--- src/rtl/seletor_tela.sv ---
// seletor_tela: screen-state controller and registered RGB output stage.
//
// Owns the INICIAL/JOGO/VITORIA/DERROTA game-state FSM. Screens change only
// on the frame tick (first blanking pixel after the visible area), so no
// frame ever shows two screens. Also generates the frame-paced `troca`
// blink toggle.
//
// Optional build macro: SELETOR_TELA_DEBOUNCE_EN
//   defined   -> btn_start is debounced (DEBOUNCE_CYCLES stable clocks)
//   undefined -> btn_start edge is taken straight from the synchronizer
//
// Ports:
//   clk          pixel clock
//   reset        asynchronous, active-low reset
//   h_counter    current pixel column (10 bits)
//   v_counter    current line (10 bits)
//   btn_start    start pushbutton, asynchronous, active-high
//   evt_vitoria  one-cycle victory pulse
//   evt_derrota  one-cycle defeat pulse
//   rgb_*        24-bit {R,G,B} pixels from each screen generator
//   R, G, B      registered pixel to the DAC (1 clk latency)
//   troca        blink toggle
//   estado       0=INICIAL 1=JOGO 2=VITORIA 3=DERROTA
//   jogo_reset   one-cycle pulse when JOGO is entered
module seletor_tela #(
    parameter int H_ACTIVE        = 640,
    parameter int V_ACTIVE        = 480,
    parameter int BLINK_FRAMES    = 30,
    parameter int RESULT_FRAMES   = 300,
    parameter int DEBOUNCE_CYCLES = 500000
) (
    input  logic        clk,
    input  logic        reset,
    input  logic [9:0]  h_counter,
    input  logic [9:0]  v_counter,
    input  logic        btn_start,
    input  logic        evt_vitoria,
    input  logic        evt_derrota,
    input  logic [23:0] rgb_inicial,
    input  logic [23:0] rgb_jogo,
    input  logic [23:0] rgb_vitoria,
    input  logic [23:0] rgb_derrota,
    output logic [7:0]  R,
    output logic [7:0]  G,
    output logic [7:0]  B,
    output logic        troca,
    output logic [1:0]  estado,
    output logic        jogo_reset
);

    localparam logic [1:0] INICIAL = 2'd0;
    localparam logic [1:0] JOGO    = 2'd1;
    localparam logic [1:0] VITORIA = 2'd2;
    localparam logic [1:0] DERROTA = 2'd3;

    localparam logic [9:0] H_END = 10'(H_ACTIVE);
    localparam logic [9:0] V_END = 10'(V_ACTIVE);

    localparam int BW = (BLINK_FRAMES  > 1) ? $clog2(BLINK_FRAMES)  : 1;
    localparam int RW = (RESULT_FRAMES > 1) ? $clog2(RESULT_FRAMES) : 1;
    localparam logic [BW-1:0] BLINK_LAST = BW'(BLINK_FRAMES - 1);
    localparam logic [RW-1:0] RES_LAST   = RW'(RESULT_FRAMES - 1);

    logic sof;
    logic visible;

    assign sof     = (h_counter == H_END) && (v_counter == V_END);
    assign visible = (h_counter < H_END) && (v_counter < V_END);

    // ---------------- start button ----------------
    logic sync1_q, sync2_q;
    logic lvl, lvl_prev_q;
    logic start_p;

    always_ff @(posedge clk or negedge reset) begin
        if (!reset) begin
            sync1_q    <= 1'b0;
            sync2_q    <= 1'b0;
            lvl_prev_q <= 1'b0;
        end else begin
            sync1_q    <= btn_start;
            sync2_q    <= sync1_q;
            lvl_prev_q <= lvl;
        end
    end

`ifdef SELETOR_TELA_DEBOUNCE_EN
    localparam int DW = (DEBOUNCE_CYCLES > 1) ? $clog2(DEBOUNCE_CYCLES) : 1;
    localparam logic [DW-1:0] DB_LAST = DW'(DEBOUNCE_CYCLES - 1);

    logic          db_lvl_q, db_lvl_d;
    logic [DW-1:0] db_cnt_q, db_cnt_d;

    // Counter runs only while the synchronized level disagrees with the
    // debounced one; any return to agreement restarts the count.
    always_comb begin
        db_lvl_d = db_lvl_q;
        db_cnt_d = '0;
        if (sync2_q != db_lvl_q) begin
            if (db_cnt_q == DB_LAST) begin
                db_lvl_d = sync2_q;
            end else begin
                db_cnt_d = db_cnt_q + 1'b1;
            end
        end
    end

    always_ff @(posedge clk or negedge reset) begin
        if (!reset) begin
            db_lvl_q <= 1'b0;
            db_cnt_q <= '0;
        end else begin
            db_lvl_q <= db_lvl_d;
            db_cnt_q <= db_cnt_d;
        end
    end

    assign lvl = db_lvl_q;
`else
    logic unused_db;
    assign unused_db = (DEBOUNCE_CYCLES == 0);
    assign lvl       = sync2_q;
`endif

    assign start_p = lvl & ~lvl_prev_q;

    // ---------------- game-state FSM ----------------
    logic [1:0]    estado_q, estado_d;
    logic          pend_vld_q, pend_vld_d;
    logic [1:0]    pend_q, pend_d;
    logic [RW-1:0] res_cnt_q, res_cnt_d;
    logic          jogo_reset_q, jogo_reset_d;
    logic          req_vld;
    logic [1:0]    req_st;
    logic          timeout;
    logic          next_vld;
    logic [1:0]    next_st;

    assign timeout = sof && (res_cnt_q == RES_LAST);

    always_comb begin
        req_vld = 1'b0;
        req_st  = INICIAL;
        case (estado_q)
            INICIAL: begin
                if (start_p) begin
                    req_vld = 1'b1;
                    req_st  = JOGO;
                end
            end
            JOGO: begin
                if (evt_derrota) begin
                    req_vld = 1'b1;
                    req_st  = DERROTA;
                end else if (evt_vitoria) begin
                    req_vld = 1'b1;
                    req_st  = VITORIA;
                end
            end
            default: begin
                if (start_p || timeout) begin
                    req_vld = 1'b1;
                    req_st  = INICIAL;
                end
            end
        endcase
    end

    // A request arriving on the sof cycle itself is applied at that sof.
    assign next_vld = pend_vld_q | req_vld;
    assign next_st  = pend_vld_q ? pend_q : req_st;

    always_comb begin
        estado_d     = estado_q;
        pend_vld_d   = pend_vld_q;
        pend_d       = pend_q;
        res_cnt_d    = res_cnt_q;
        jogo_reset_d = 1'b0;
        if (!pend_vld_q && req_vld) begin
            pend_vld_d = 1'b1;
            pend_d     = req_st;
        end
        if (sof) begin
            if (estado_q == VITORIA || estado_q == DERROTA) begin
                res_cnt_d = res_cnt_q + 1'b1;
            end
            if (next_vld) begin
                estado_d     = next_st;
                pend_vld_d   = 1'b0;
                res_cnt_d    = '0;
                jogo_reset_d = (next_st == JOGO);
            end
        end
    end

    always_ff @(posedge clk or negedge reset) begin
        if (!reset) begin
            estado_q     <= INICIAL;
            pend_vld_q   <= 1'b0;
            pend_q       <= INICIAL;
            res_cnt_q    <= '0;
            jogo_reset_q <= 1'b0;
        end else begin
            estado_q     <= estado_d;
            pend_vld_q   <= pend_vld_d;
            pend_q       <= pend_d;
            res_cnt_q    <= res_cnt_d;
            jogo_reset_q <= jogo_reset_d;
        end
    end

    // ---------------- blink toggle ----------------
    logic [BW-1:0] blink_cnt_q, blink_cnt_d;
    logic          troca_q, troca_d;

    always_comb begin
        blink_cnt_d = blink_cnt_q;
        troca_d     = troca_q;
        if (sof) begin
            if (blink_cnt_q == BLINK_LAST) begin
                blink_cnt_d = '0;
                troca_d     = ~troca_q;
            end else begin
                blink_cnt_d = blink_cnt_q + 1'b1;
            end
        end
    end

    always_ff @(posedge clk or negedge reset) begin
        if (!reset) begin
            blink_cnt_q <= '0;
            troca_q     <= 1'b0;
        end else begin
            blink_cnt_q <= blink_cnt_d;
            troca_q     <= troca_d;
        end
    end

    // ---------------- pixel path ----------------
    logic [23:0] rgb_q, rgb_d;

    always_comb begin
        rgb_d = '0;
        if (visible) begin
            case (estado_q)
                INICIAL: rgb_d = rgb_inicial;
                JOGO:    rgb_d = rgb_jogo;
                VITORIA: rgb_d = rgb_vitoria;
                default: rgb_d = rgb_derrota;
            endcase
        end
    end

    always_ff @(posedge clk or negedge reset) begin
        if (!reset) begin
            rgb_q <= '0;
        end else begin
            rgb_q <= rgb_d;
        end
    end

    assign R          = rgb_q[23:16];
    assign G          = rgb_q[15:8];
    assign B          = rgb_q[7:0];
    assign troca      = troca_q;
    assign estado     = estado_q;
    assign jogo_reset = jogo_reset_q;

endmodule

--- config.mk ---
export PLATFORM = sky130hd
export DESIGN_NAME = seletor_tela
export DESIGN_NICKNAME = d
export VERILOG_FILES = /design/src/rtl/seletor_tela.sv
export SDC_FILE = /design/constraint.sdc
export NUM_CORES = 1
export LEC_CHECK = 0
export CAP_MARGIN = 5
export CORE_ASPECT_RATIO = 1.5
export CORE_MARGIN = 2
export CORE_UTILIZATION = 42
export DETAILED_ROUTE_END_ITERATION = 6
export HOLD_SLACK_MARGIN = 0.05
export PLACE_DENSITY = 0.89
export SLEW_MARGIN = 20
export SYNTH_ARGS = -nofsm -noshare
export SYNTH_HDL_FRONTEND = slang
export SYNTH_SLANG_ARGS = --single-unit
--- constraint.sdc ---
create_clock -name clk -period 4.7 [get_ports clk]
set_input_delay 1.175 -clock clk [delete_from_list [all_inputs] [get_ports clk]]
set_output_delay 1.175 -clock clk [all_outputs]
set_load 0.01 [all_outputs]
### Word-level counts from Yosys, hierarchy flattened

Cells that the tools add are included.

* div/mod/pow operators: 0
* order comparisons: 2
* equality and inequality tests: 8
* multiply operators: 0
* mux-type cells: 20
* reduce and logical (&&, ||, !) cells: 12
* bitwise gates (word level): 4
* $add $sub $neg: 2
* shift operators: 0

Operators by type and width (number)
* $pmux 24 s3: 1
* $mux 24: 1
* $mux 9: 2
* $eq 10x10->1 const B: 1
* $eq 10x9->1 const B: 1
* $lt 10x10->1 const B: 1
* $lt 10x9->1 const B: 1
* $mux 1: 10
* $add 9x1->9 const B: 1
* $eq 9x9->1 const B: 1
* $mux 2: 3
* $reduce_and 2->1: 3
* $add 5x1->5 const B: 1
* $eq 5x5->1 const B: 1
* $mux 5: 1
* $eq 2x1->1 const B: 2
* $eq 2x2->1 const B: 2
* $logic_and 1x1->1: 4
* $pmux 2 s2: 1
* $logic_not 2->1: 1
* $logic_or 1x1->1: 2
* $not 1->1: 2
* $pmux 1 s2: 1
* $reduce_bool 2->1: 1
* other kinds (3): 3

* register bits: 48
* RAM bits: 0
* output and inout bits: 28
* logic and storage cells: 59
* input bits: 121
* memory bits (read-only): 0
* bits in latches: 0
* memories kept: 0

### Longest topological paths before layout

Gate-level depths: netlist (run 1).

* depth after elaboration: 10
* gate-level depth with buffers: 7
* gate-level depth less buffers: 7

### Worst setup path after synthesis (run 1)

No wires, ideal clock.

* path kind: input port to flip-flop
* start: input h_counter[0]
* end: register blink_cnt_q[3]
* path slack: 2.130 ns
* required time: 4.572 ns
* library setup time: 0.128 ns
* path buffers: 2
* cell stages on the path: 7
* arrival time: 2.442 ns
* cells stage by stage: nor4_1 > nand2_1 > or3_1 > buf_2 > buf_2 > o21ai_0 > o31ai_1

* longest elaborated chain between the ends: 2

RTL lines
* start, declared: line 34 `input logic [9:0] h_counter,`
* $eq 10x10->1: line 67 `assign sof = (h_counter == H_END) && (v_counter == V_END);`
* $logic_and 1x1->1: line 67
* end signal, assigned: line 234 `blink_cnt_q <= blink_cnt_d;`
* end, declared: line 213 `logic [BW-1:0] blink_cnt_q, blink_cnt_d;`

Every way passes these cells.
A chain may end at the register's enable or synchronous reset.

### Worst setup path after layout (run 1)

* start: input h_counter[8]
* end: register res_cnt_q[5]

* longest elaborated chain between the ends: 9
* elaborated cells between the ends (all ways): 10
* those cells by class: eq/ne (1); mux (3); bitwise (1); reduce/logical (5)

RTL lines
* $eq 10x10->1 *: line 67
* $logic_and 1x1->1 *: line 67
* $logic_and 1x1->1: line 139 `assign timeout = sof && (res_cnt_q == RES_LAST);`
* $logic_or 1x1->1: line 161 `if (start_p || timeout) begin`
* $mux 1: line 161
* $pmux 1 s2: line 144 `case (estado_q)`
* $or 1x1->1: line 170 `assign next_vld = pend_vld_q | req_vld;`
* $reduce_bool 2->1 (no source line)
* $reduce_and 2->1 (no source line)
* end signal, assigned: line 207 `res_cnt_q <= res_cnt_d;`
* end, declared: line 131 `logic [RW-1:0] res_cnt_q, res_cnt_d;`

Every way passes the cells marked *; elsewhere a longest branch is shown, timed or not.

==> results of run 1 <==
how the worst max path moves through the flow:
stage | endpoint | start | depth (start not counted) | slack, ns
floorplan | blink_cnt_q[3]$_DFFE_PN0P_ | h_counter[0] | 7 | 2.13
finish | res_cnt_q[5]$_DFFE_PN0P_ | h_counter[8] | 6 | 1.60
global placement | res_cnt_q[5]$_DFFE_PN0P_ | h_counter[0] | 6 | 1.38
detailed placement | res_cnt_q[6]$_DFFE_PN0P_ | h_counter[0] | 6 | 1.28
CTS | res_cnt_q[5]$_DFFE_PN0P_ | h_counter[0] | 6 | 1.61
global route | res_cnt_q[5]$_DFFE_PN0P_ | h_counter[0] | 6 | 1.49
cell families after synthesis:
logic type | after synthesis | share of synthesized area
xor+xnor | 1 | 0.00332
flops | 48 | 0.455
buf+inv | 22 | 0.0351
mux | 26 | 0.212
compound gates | 38 | 0.0867
fa+ha+maj | 3 | 0.0142
simple gates | 89 | 0.193
sequential cells by signal, summed over array words and instances, names as in the netlist:
| register | count |
|---|---|
| blink_cnt_q | 5 |
| estado | 2 |
| troca | 1 |
| pend_vld_q | 1 |
| lvl_prev_q | 1 |
| res_cnt_q | 9 |
| lvl | 1 |
| pend_q | 2 |
| rgb_q | 24 |
| sync1_q | 1 |
| jogo_reset | 1 |
through the flow:
stage	setup WS [ns]	instance area [sq um]	hold WS, ns	cells
floorplan	2.13	2640	0.331	227
finish	1.60	4300	0.364	447
global placement	1.38	4170	0.346	439
CTS	1.61	4290	0.368	447
detailed placement	1.28	4170	0.361	439
global route	1.49	4300	0.369	447
cell type report:
cell class,count,area [sq um],area share
multi-input combinational,157,1350,0.313
clock inverter,2,38.8,0.00903
sequential,48,1200,0.280
inverter,9,33.8,0.00786
timing repair buffer,151,1500,0.349
clock buffer,6,82.6,0.0192
tap,74,92.6,0.0215
cell usage after synthesis, types with 2 or more instances:
cell      number  area [sq um]
a21oi_1        3          15.0
a22oi_1        5          37.5
buf_2          5          25.0
clkbuf_1       6          22.5
dfrtp_1       48          1200
ha_1           3          37.5
inv_1          9          33.8
mux2i_1        2          20.0
mux4_2        24           541
nand2_1       15          56.3
nand2b_1       2          12.5
nand3_1        5          25.0
nand4_1        3          18.8
nor2_1        10          37.5
nor2b_1       26           163
nor3_1         9          45.0
nor3b_1        3          22.5
o21ai_0       20           100
o31ai_1        6          45.0
or2_2          2          12.5
or3_1          3          18.8
or4_1          2          15.0
per-layer routing:
metal | GRT usage | wire (microns) | part of all wire | up-vias
li1 | - | - | - | 1124
met1 | 0.240 | 2820 | 0.33 | 1221
met2 | 0.456 | 4770 | 0.56 | 97
met3 | 0.0581 | 618 | 0.073 | 20
met4 | 0.0935 | 242 | 0.029 | 0
met5 | 0 | 0 | 0 | -
power by group through the flow:
stage | registers [W] | clock network [W] | logic [W]
2_1_floorplan | 0.000446 | 0 | 0.0000406
3_3_place_gp | 0.000441 | 0 | 0.000176
5_1_grt | 0.000436 | 0.000341 | 0.000196
6_report | 0.000434 | 0.000316 | 0.000183
4_1_cts | 0.000434 | 0.000321 | 0.000184
3_5_place_dp | 0.000442 | 0 | 0.000183
==> key figures, run 1 <==
Worst hold path
  • Min-delay src: sync1_q$_DFF_PN0_
  • Worst hold path cell count: 0
  • Worst Hold End: lvl$_DFF_PN0_
  • Hold WC Path Type: reg -> reg

Synthesis
  • Synthesized flop and latch total: 48
  • Proportion of synthesized chip area in sequential cells: 0.455
  • Ys flop type: dfrtp_1
  • Avg Synthesized Cell Area: about 12 sq um
  • Post-synth net total: roughly 350
  • Post-synth ARST share: 1.00
  • Synth Instances: approximately 230
  • Cell area after synthesis: approximately 2600 sq um
  • Yosys warning count: 0
  • Post-synth EDFFs: 0
  • Number of distinct library cells after synthesis: 38

Drt
  • Drt drc: 0
  • Routed Antenna Nets: 0
  • Post-detailed-routing wire length: about 8.5 mm
  • Avg Vias per Cell: around 5.5
  • Via count: ~2500
  • 1st-iter DRT viols: between 150 and 200
  • DRT Pass-1 Iters: 4
  • DR WL/cell: around 19 microns

Clock network
  • Cts repair resizes: 0
  • Hold_buf cts: 0
  • Clock-pin slew of the registers on the worst-case setup and hold paths: 0.10 ns
  • Worst skew pair latency: about 0.31 ns
  • CTS buffer count: 5
  • Root buffer cell: clkbuf_8
  • CTS max path bufs: 2
  • Clock sinks: 48
  • CTS tree: yes
  • H-tree depth: 2
  • Post-CTS Setup Bufs: 0

STA
  • Final Hold Vio Count: 0
  • Setup Viol. Count Final: 0
  • Worst-case clock skew: about 0.013 ns
  • Fin. max-slew vios: 0
  • Fin crit share: 0.660
  • Max_slew headroom: 0.345
  • Measured slew at the worst slew-check pin: roughly 0.95 ns
  • FMAX: roughly 320 MHz
  • Post-layout minimum cycle time: between 3 and 4 ns
  • Setup TNS: 0 ns
  • RSZ-0062 raised after global routing: no

Pwr
  • Pint: 0.000733 W
  • Max VDD drop: about 150 uV
  • Comb pwr share: 0.196
  • Pwr Total: ~0.00093 W
  • Leakage power: between 1.5 and 2 nW
  • NetSw: approximately 0.0002 W
  • Cell Pwr Density: roughly 220 nW/um^2
  • Net Sw Frac: 0.215
  • Clk network pwr share: 0.339
  • Seq pwr share: 0.465

Worst setup path
  • CP bufs+invs: 1
  • Slowest cell on crit path: or3_1
  • Flop-to-flop setup slack: around 2.1 ns
  • Worst Setup End Kind: flip-flop
  • Worst R2R Start: estado[1]$_DFFE_PN0P_
  • Worst path arrival time: between 3 and 4 ns
  • Required @ worst endpoint: approximately 5 ns
  • Crit Path Class: in -> reg
  • Reg2Reg Capture Point: res_cnt_q[8]$_DFFE_PN0P_
  • Setup crit start kind: input port
  • Max FO, Critical Path: 22
  • Critical-path cell list: clkdlybuf4s50_1, nor4b_1, nand2_1, or3_1, or4_1, nand3_1
  • CP max stage delay: approximately 0.62 ns
  • CP top delay family: simple AND/OR/NAND/NOR gates
  • FF-to-FF path depth: 5

GRT
  • Antenna violations before repair: 0
  • GRT Total Usage: 0.240
  • First-pass GRT wire length: between 10 and 15 mm
  • Gr ovfl total: 0
  • Vias in the first global route: roughly 2500
  • Largest net degree at the start of global routing: just under 50

Layout
  • Net count, final: 496
  • # diodes: 0
  • Layout fillers: 430
  • Area growth from synthesis to layout: 62.7%
  • Most common cell after layout, fill and taps aside: clkdlybuf4s50_1
  • Most frequent cells in the layout: 147 x clkdlybuf4s50_1, 48 x dfrtp_1, 26 x nor2b_1
  • Fraction of final layout cells sized beyond drive strength 1: 0.110
  • Final Core Density: 0.701

Placed design
  • GPL Wtd Cong: just over 0.8
  • HPWL after DPL: between 6 and 7 mm
  • # port buffers: between 100 and 150

Die
  • Io pins: approximately 150
  • FP Rows: 35
  • Die height: between 100 and 150 microns
  • Die ar.: 6950 sq um
  • Die width: 68.7 microns
  • Initial cell density of the core: 0.431
  • Core area: 6130 sq um

Run status
  • Status: finished, final reports clean

Flow run
  • MaxCap Viol Count: 0
(Power assumes the default switching activity.)
==> run 2, diff against run 1 <==
Settings changed: CORE_UTILIZATION 42 to 35, PLACE_DENSITY 0.89 to 0.79.
Clock period 4.7 ns to 2.7 ns, I/O delays scaled along.
==> run 2 against run 1 <==
Count of clock-buffer cells in the layout down 1; sequential power up 73%; non-clock buffer count up 7; final cell count grew 7.2%; setup slack got worse by 1.2 ns; critical path depth shrank 5; via count fell by 3.7%; flip-flop and latch count stayed put; wire length fell by 6.0%; core utilization fell by 9.8 points.
==> key figures, run 2 (synthesis results as in run 1) <==
Placed design
  • HPWL after DPL: 6.36 mm (was 6.70 mm)
  • # port buffers: 148 (unchanged)
  • GPL Wtd Cong: 0.807 (was 0.827)
  • Dpl cells: 472 (was 439)

Pwr
  • Cell Pwr Density: 382 nW/um^2 (was 217 nW/um^2)
  • NetSw: 0.000336 W (was 0.000200 W)
  • Max VDD drop: 191 uV (was 145 uV)
  • Clk network pwr share: 0.362 (was 0.339)
  • Net Sw Frac: 0.201 (was 0.215)
  • Pint: 0.00134 W (was 0.000733 W)
  • Leakage power: 1.72 nW (was 1.69 nW)
  • Seq pwr share: 0.449 (was 0.465)
  • Comb pwr share: 0.189 (was 0.196)

Worst setup path
  • Critical-path cell list: clkdlybuf4s50_1 (was clkdlybuf4s50_1, nor4b_1, nand2_1, or3_1, or4_1, nand3_1)
  • Worst path arrival time: 1.61 ns (was 3.34 ns)
  • CP top delay family: flip-flops (was simple AND/OR/NAND/NOR gates)
  • CP bufs+invs: 1 (unchanged)
  • Slowest cell on crit path: dfrtp_1 (was or3_1)
  • CP max stage delay: 0.66 ns (was 0.62 ns)
  • Required @ worst endpoint: 2.03 ns (was 4.94 ns)
  • Setup crit start kind: flip-flop (was input port)
  • Crit Path Class: reg -> out (was in -> reg)
  • Worst Setup End Kind: output pin (was flip-flop)
  • Max FO, Critical Path: 10 (was 22)

Drt
  • Post-detailed-routing wire length: 7.95 mm (was 8.45 mm)
  • Via count: 2372 (was 2462)
  • Drt drc: 0 (unchanged)
  • 1st-iter DRT viols: 134 (was 167)
  • DR WL/cell: 16.6 microns (was 18.9 microns)
  • Routed Antenna Nets: 0 (unchanged)
  • DRT Pass-1 Iters: 4 (unchanged)
  • Avg Vias per Cell: 4.95 (was 5.51)

Die
  • FP Rows: 38 (was 35)
  • Initial cell density of the core: 0.363 (was 0.431)
  • Io pins: 149 (unchanged)
  • Core area: 7270 sq um (was 6130 sq um)
  • Die ar.: 8270 sq um (was 6950 sq um)
  • Die height: 110 microns (was 101 microns)
  • Die width: 74.9 microns (was 68.7 microns)

GRT
  • Gr ovfl total: 0 (unchanged)
  • M1 GR Usage: 0.205 (was 0.240)
  • Vias in the first global route: 2501 (was 2451)
  • GRT Total Usage: 0.192 (was 0.240)
  • First-pass GRT wire length: 11.8 mm (was 12.1 mm)
  • Met2 Resource Use GR: 0.363 (was 0.456)
  • GR Util met3: 0.0382 (was 0.0581)
  • Antenna violations before repair: 0 (unchanged)
  • Most crowded layer after global routing: met2 (unchanged)
  • Largest net degree at the start of global routing: 49 (unchanged)

Layout
  • Reg area: 1200 sq um (unchanged)
  • Net count, final: 503 (was 496)
  • Top reg by flops: rgb_q (unchanged)
  • Most frequent cells in the layout: 147 x clkdlybuf4s50_1, 48 x dfrtp_1, 26 x nor2b_1 (unchanged)
  • # diodes: 0 (unchanged)
  • Area occupied by multi-input gates: 1350 sq um (unchanged)
  • Most common cell after layout, fill and taps aside: clkdlybuf4s50_1 (unchanged)
  • Area growth from synthesis to layout: 66.2% (was 62.7%)
  • Final Instance Count excl. Fillers: 479 (was 447)
  • Top Registers: rgb_q (24), res_cnt_q (9), blink_cnt_q (5) (unchanged)
  • Fraction of final layout cells sized beyond drive strength 1: 0.124 (was 0.110)
  • Max reg flops: 24 (unchanged)
  • Layout fillers: 614 (was 430)

Clock network
  • Worst skew pair latency: 0.31 ns (about the same)
  • Root buffer cell: clkbuf_8 (unchanged)
  • Cts repair resizes: 0 (unchanged)
  • CTS tree: yes (unchanged)
  • H-tree depth: 2 (unchanged)
  • CTS buffer count: 5 (unchanged)
  • CTS max path bufs: 2 (unchanged)
  • Clock-pin slew of the registers on the worst-case setup and hold paths: 0.09 ns (was 0.10 ns)
  • Clock sinks: 48 (unchanged)
  • Hold_buf cts: 0 (unchanged)
  • Post-CTS Setup Bufs: 0 (unchanged)

STA
  • Fin crit share: 0.845
  • Max_slew headroom: 0.596 (was 0.345)
  • Setup Viol. Count Final: 0 (unchanged)
  • RSZ-0062 raised after global routing: no (unchanged)
  • Fin. max-slew vios: 0 (unchanged)
  • Measured slew at the worst slew-check pin: 0.605 ns (was 0.955 ns)
  • Worst-case clock skew: 0.00945 ns (was 0.0128 ns)
  • Final Hold Vio Count: 0 (unchanged)
  • Post-layout minimum cycle time: 2.28 ns
  • Setup TNS: 0 ns (unchanged)
  • FMAX: approximately 440 MHz

Worst hold path
  • Hold WC Path Type: reg -> reg (unchanged)

Flow run
  • MaxCap Viol Count: 0 (unchanged)

Run status
  • Status: finished, final reports clean (unchanged)
-- run 2: changes by cell type in the layout (fill, tap and decap cells not counted) --
cell and delta:
buf_2 +1, buf_4 +6, bufinv_16 +1, clkbuf_8 -1, clkinv_4 -1
-- run 2: stage by stage --
step           hold slack (ns)  setup slack [ns]  cell area, sq um   util  total power [W]
6_report                 0.353             0.418              4390  0.603          0.00168
5_1_grt                  0.366             0.303              4390  0.603          0.00175
4_1_cts                  0.356             0.386              4390  0.603          0.00169
3_5_place_dp             0.337            0.0926              4260  0.585          0.00109
3_3_place_gp             0.338             0.127              4260  0.585          0.00108
2_1_floorplan            0.331             0.630              2640      -         0.000847
-- run 2: path summary, 6_finish.rpt --
path	from	end	slack [ns]	cells after the start
min reg2reg	sync1_q$_DFF_PN0_	lvl$_DFF_PN0_	0.35	0
max reg2reg	estado[0]$_DFFE_PN0P_	res_cnt_q[1]$_DFFE_PN0P_	0.71	6
min in group asynchronous	reset	rgb_q[20]$_DFF_PN0_	0.46	2
min	sync1_q$_DFF_PN0_	lvl$_DFF_PN0_	0.35	0
max in group asynchronous	reset	pend_q[0]$_DFFE_PN0P_	1.83	2
max	estado[0]$_DFFE_PN0P_	estado[0]	0.42	1
-- run 2: layout make-up --
cell class / instances / share of cell area
Timing Repair Buffer: 158 / 0.354
Multi-Input combinational cell: 157 / 0.307
Sequential cell: 48 / 0.274
Tap cell: 100 / 0.0285
Clock buffer: 5 / 0.0157
Clock inverter: 2 / 0.0137
Inverter: 9 / 0.00770
-- run 2: power groups by stage --
stage / Combinational (W) / Sequential (W) / Clock [W]
after floorplan: 0.0000707 / 0.000776 / 0
after global placement: 0.000314 / 0.000767 / 0
after detailed placement: 0.000320 / 0.000767 / 0
after CTS: 0.000321 / 0.000753 / 0.000620
after global routing: 0.000339 / 0.000756 / 0.000650
final: 0.000317 / 0.000752 / 0.000606
-- run 2: metal layers --
layer | wire length, microns | vias up
met2 | 4510 | 77
met4 | 170 | 0
met5 | 0 | -
li1 | - | 1138
met1 | 2830 | 1147
met3 | 440 | 10
==> run 3, diff against run 2 <==
Clock period 2.7 ns to 1.85 ns, I/O delays scaled along.
==> run 3 against run 2 <==
Via count rose by 7.5%; sequential share of layout area decreased by 1.4 points; core utilization grew 3.3 points; critical path depth is 6 higher; sequential power rose by 46%; worst hold slack improved by 0.0045 ns.
==> key figures, run 3 (synthesis results as in run 1) <==
Run status
  • Status: finished, final reports clean (unchanged)

GRT
  • Antenna violations before repair: 0 (unchanged)
  • GR Util met3: 0.0327 (was 0.0382)
  • First-pass GRT wire length: 12.6 mm (was 11.8 mm)
  • Met2 Resource Use GR: 0.388 (was 0.363)
  • Gr ovfl total: 0 (unchanged)
  • Largest net degree at the start of global routing: 44 (was 49)
  • Vias in the first global route: 2620 (was 2501)
  • Most crowded layer after global routing: met2 (unchanged)
  • M1 GR Usage: 0.202 (was 0.205)
  • GRT Total Usage: 0.203 (was 0.192)

STA
  • Final Hold Vio Count: 0 (unchanged)
  • Fin. max-slew vios: 0 (unchanged)
  • Fin crit share: 0.973
  • Setup Viol. Count Final: 0 (unchanged)
  • Max_slew headroom: 0.687 (was 0.596)
  • Worst-case clock skew: 0.00864 ns (was 0.00945 ns)
  • Final Hold Slack: 0.357 ns (was 0.353 ns)
  • Post-layout minimum cycle time: 1.80 ns
  • FMAX: about 560 MHz
  • Measured slew at the worst slew-check pin: 0.470 ns (was 0.605 ns)
  • Setup TNS: 0 ns (unchanged)

Worst setup path
  • CP max stage delay: 0.46 ns (was 0.66 ns)
  • Worst path arrival time: 1.99 ns (was 1.61 ns)
  • Worst R2R Start: estado[1]$_DFFE_PN0P_ (was estado[0]$_DFFE_PN0P_)
  • Reg2Reg Capture Point: estado[0]$_DFFE_PN0P_ (was res_cnt_q[1]$_DFFE_PN0P_)
  • Flop-to-flop setup slack: 0.14 ns (was 0.71 ns)
  • Worst Setup End Kind: flip-flop (was output pin)
  • FF-to-FF path depth: 7 (was 6)
  • Max FO, Critical Path: 5 (was 10)
  • Crit Path Class: in -> reg (was reg -> out)
  • Slowest cell on crit path: clkdlybuf4s50_1 (was dfrtp_1)
  • Critical-path cell list: clkdlybuf4s50_1, nand4_1, or3_4, buf_6, buf_4, o21ai_0, o31ai_1 (was clkdlybuf4s50_1)
  • Setup crit start kind: input port (was flip-flop)
  • Required @ worst endpoint: 2.04 ns (was 2.03 ns)

Drt
  • 1st-iter DRT viols: 137 (was 134)
  • Post-detailed-routing wire length: 8.66 mm (was 7.95 mm)
  • Avg Vias per Cell: 5.13 (was 4.95)
  • DR WL/cell: 17.4 microns (was 16.6 microns)
  • DRT Pass-1 Iters: 5 (was 4)
  • Routed Antenna Nets: 0 (unchanged)
  • Drt drc: 0 (unchanged)
  • Via count: 2549 (was 2372)

Worst hold path
  • Worst hold path cell count: 0 (unchanged)
  • Min-delay src: sync1_q$_DFF_PN0_ (unchanged)
  • Hold WC Path Type: reg -> reg (unchanged)
  • Worst Hold End: lvl$_DFF_PN0_ (unchanged)

Die
  • Die ar.: 8270 sq um (unchanged)
  • Die height: 110 microns (unchanged)
  • Die width: 74.9 microns (unchanged)
  • Core area: 7270 sq um (unchanged)
  • FP Rows: 38 (unchanged)
  • Io pins: 149 (unchanged)
  • Initial cell density of the core: 0.363 (unchanged)

Pwr
  • Net Sw Frac: 0.231 (was 0.201)
  • Clk network pwr share: 0.282 (was 0.362)
  • NetSw: 0.000508 W (was 0.000336 W)
  • Leakage power: 1.91 nW (was 1.72 nW)
  • Seq pwr share: 0.501 (was 0.449)
  • Max VDD drop: 289 uV (was 191 uV)
  • Pwr Total: 0.00220 W (was 0.00168 W)
  • Comb pwr share: 0.217 (was 0.189)
  • Pint: 0.00169 W (was 0.00134 W)
  • Cell Pwr Density: 475 nW/um^2 (was 382 nW/um^2)

Clock network
  • CTS max path bufs: 2 (unchanged)
  • Root buffer cell: clkbuf_8 (unchanged)
  • Clock sinks: 48 (unchanged)
  • Clock-pin slew of the registers on the worst-case setup and hold paths: 0.09 ns (about the same)
  • CTS tree: yes (unchanged)
  • CTS buffer count: 5 (unchanged)
  • H-tree depth: 2 (unchanged)
  • Worst skew pair latency: 0.30 ns (was 0.31 ns)

Layout
  • Final Instance Count excl. Fillers: 497 (was 479)
  • Area growth from synthesis to layout: 75.4% (was 66.2%)
  • Fraction of final layout cells sized beyond drive strength 1: 0.202 (was 0.124)
  • Top reg by flops: rgb_q (unchanged)
  • Max reg flops: 24 (unchanged)
  • Top Registers: rgb_q (24), res_cnt_q (9), blink_cnt_q (5) (unchanged)
  • Most common cell after layout, fill and taps aside: clkdlybuf4s50_1 (unchanged)
  • Net count, final: 520 (was 503)
  • Most frequent cells in the layout: 128 x clkdlybuf4s50_1, 47 x dfrtp_1, 25 x nor2b_1 (was 147 x clkdlybuf4s50_1, 48 x dfrtp_1, 26 x nor2b_1)
  • # diodes: 0 (unchanged)

Placed design
  • HPWL after DPL: 6.48 mm (was 6.36 mm)
  • GPL Wtd Cong: 0.867 (was 0.807)
  • Dpl cells: 479 (was 472)
  • # port buffers: 148 (unchanged)

Flow run
  • MaxCap Viol Count: 0 (unchanged)
[run 3: worst max-delay path: cells and delay by family]
kind / cells / cell delay, ns
buffers and inverters: 3 / 0.74
AOI/OAI and AO/OA: 2 / 0.25
and+or+nand+nor: 2 / 0.54
[run 3: how the worst max path moves through the flow]
stage,start,end
4_1_cts,v_counter[2],res_cnt_q[3]$_DFFE_PN0P_
6_report,v_counter[5],blink_cnt_q[3]$_DFFE_PN0P_
2_1_floorplan,h_counter[0],blink_cnt_q[3]$_DFFE_PN0P_
3_3_place_gp,h_counter[8],res_cnt_q[5]$_DFFE_PN0P_
3_5_place_dp,h_counter[8],res_cnt_q[4]$_DFFE_PN0P_
5_1_grt,v_counter[7],blink_cnt_q[1]$_DFFE_PN0P_
[run 3: timing repair]
item                                    CTS  global route
hold endpoints to repair                  5             0
gates resized for setup                  36            22
pin swaps                                14             9
hold buffers                              1             0
setup buffers                             6             2
endpoints found under the setup margin   21            19
gates cloned                              2             0
[run 3: layer usage]
metal | part of all wire | vias up
li1 | - | 1170
met1 | 0.34 | 1239
met2 | 0.55 | 110
met3 | 0.062 | 30
met4 | 0.045 | 0
met5 | 0 | -
[run 3: layout make-up]
cell class	count	area, sq um
clock inverter	3	18.8
inverter	9	33.8
timing repair buffer	175	1760
sequential	48	1200
multi-input combinational	157	1430
fill	578	2650
tap	100	125
clock buffer	5	68.8
[run 3: metrics by stage]
stage / area [sq um] / setup WS, ns / utilization
global route: 4630 / -0.00137 / 0.636
floorplan: 2650 / 0.00441 / -
global placement: 4350 / -0.457 / 0.599
detailed placement: 4350 / -0.546 / 0.599
CTS: 4600 / 0.00736 / 0.632
finish: 4630 / 0.0502 / 0.636
[run 3: power by group through the flow]
stage                     clock [W]  sequential, W  combinational, W
after floorplan                   0        0.00113          0.000103
after global routing       0.000684        0.00110          0.000509
after CTS                  0.000639        0.00110          0.000475
final                      0.000620        0.00110          0.000477
after global placement            0        0.00112          0.000467
after detailed placement          0        0.00112          0.000476
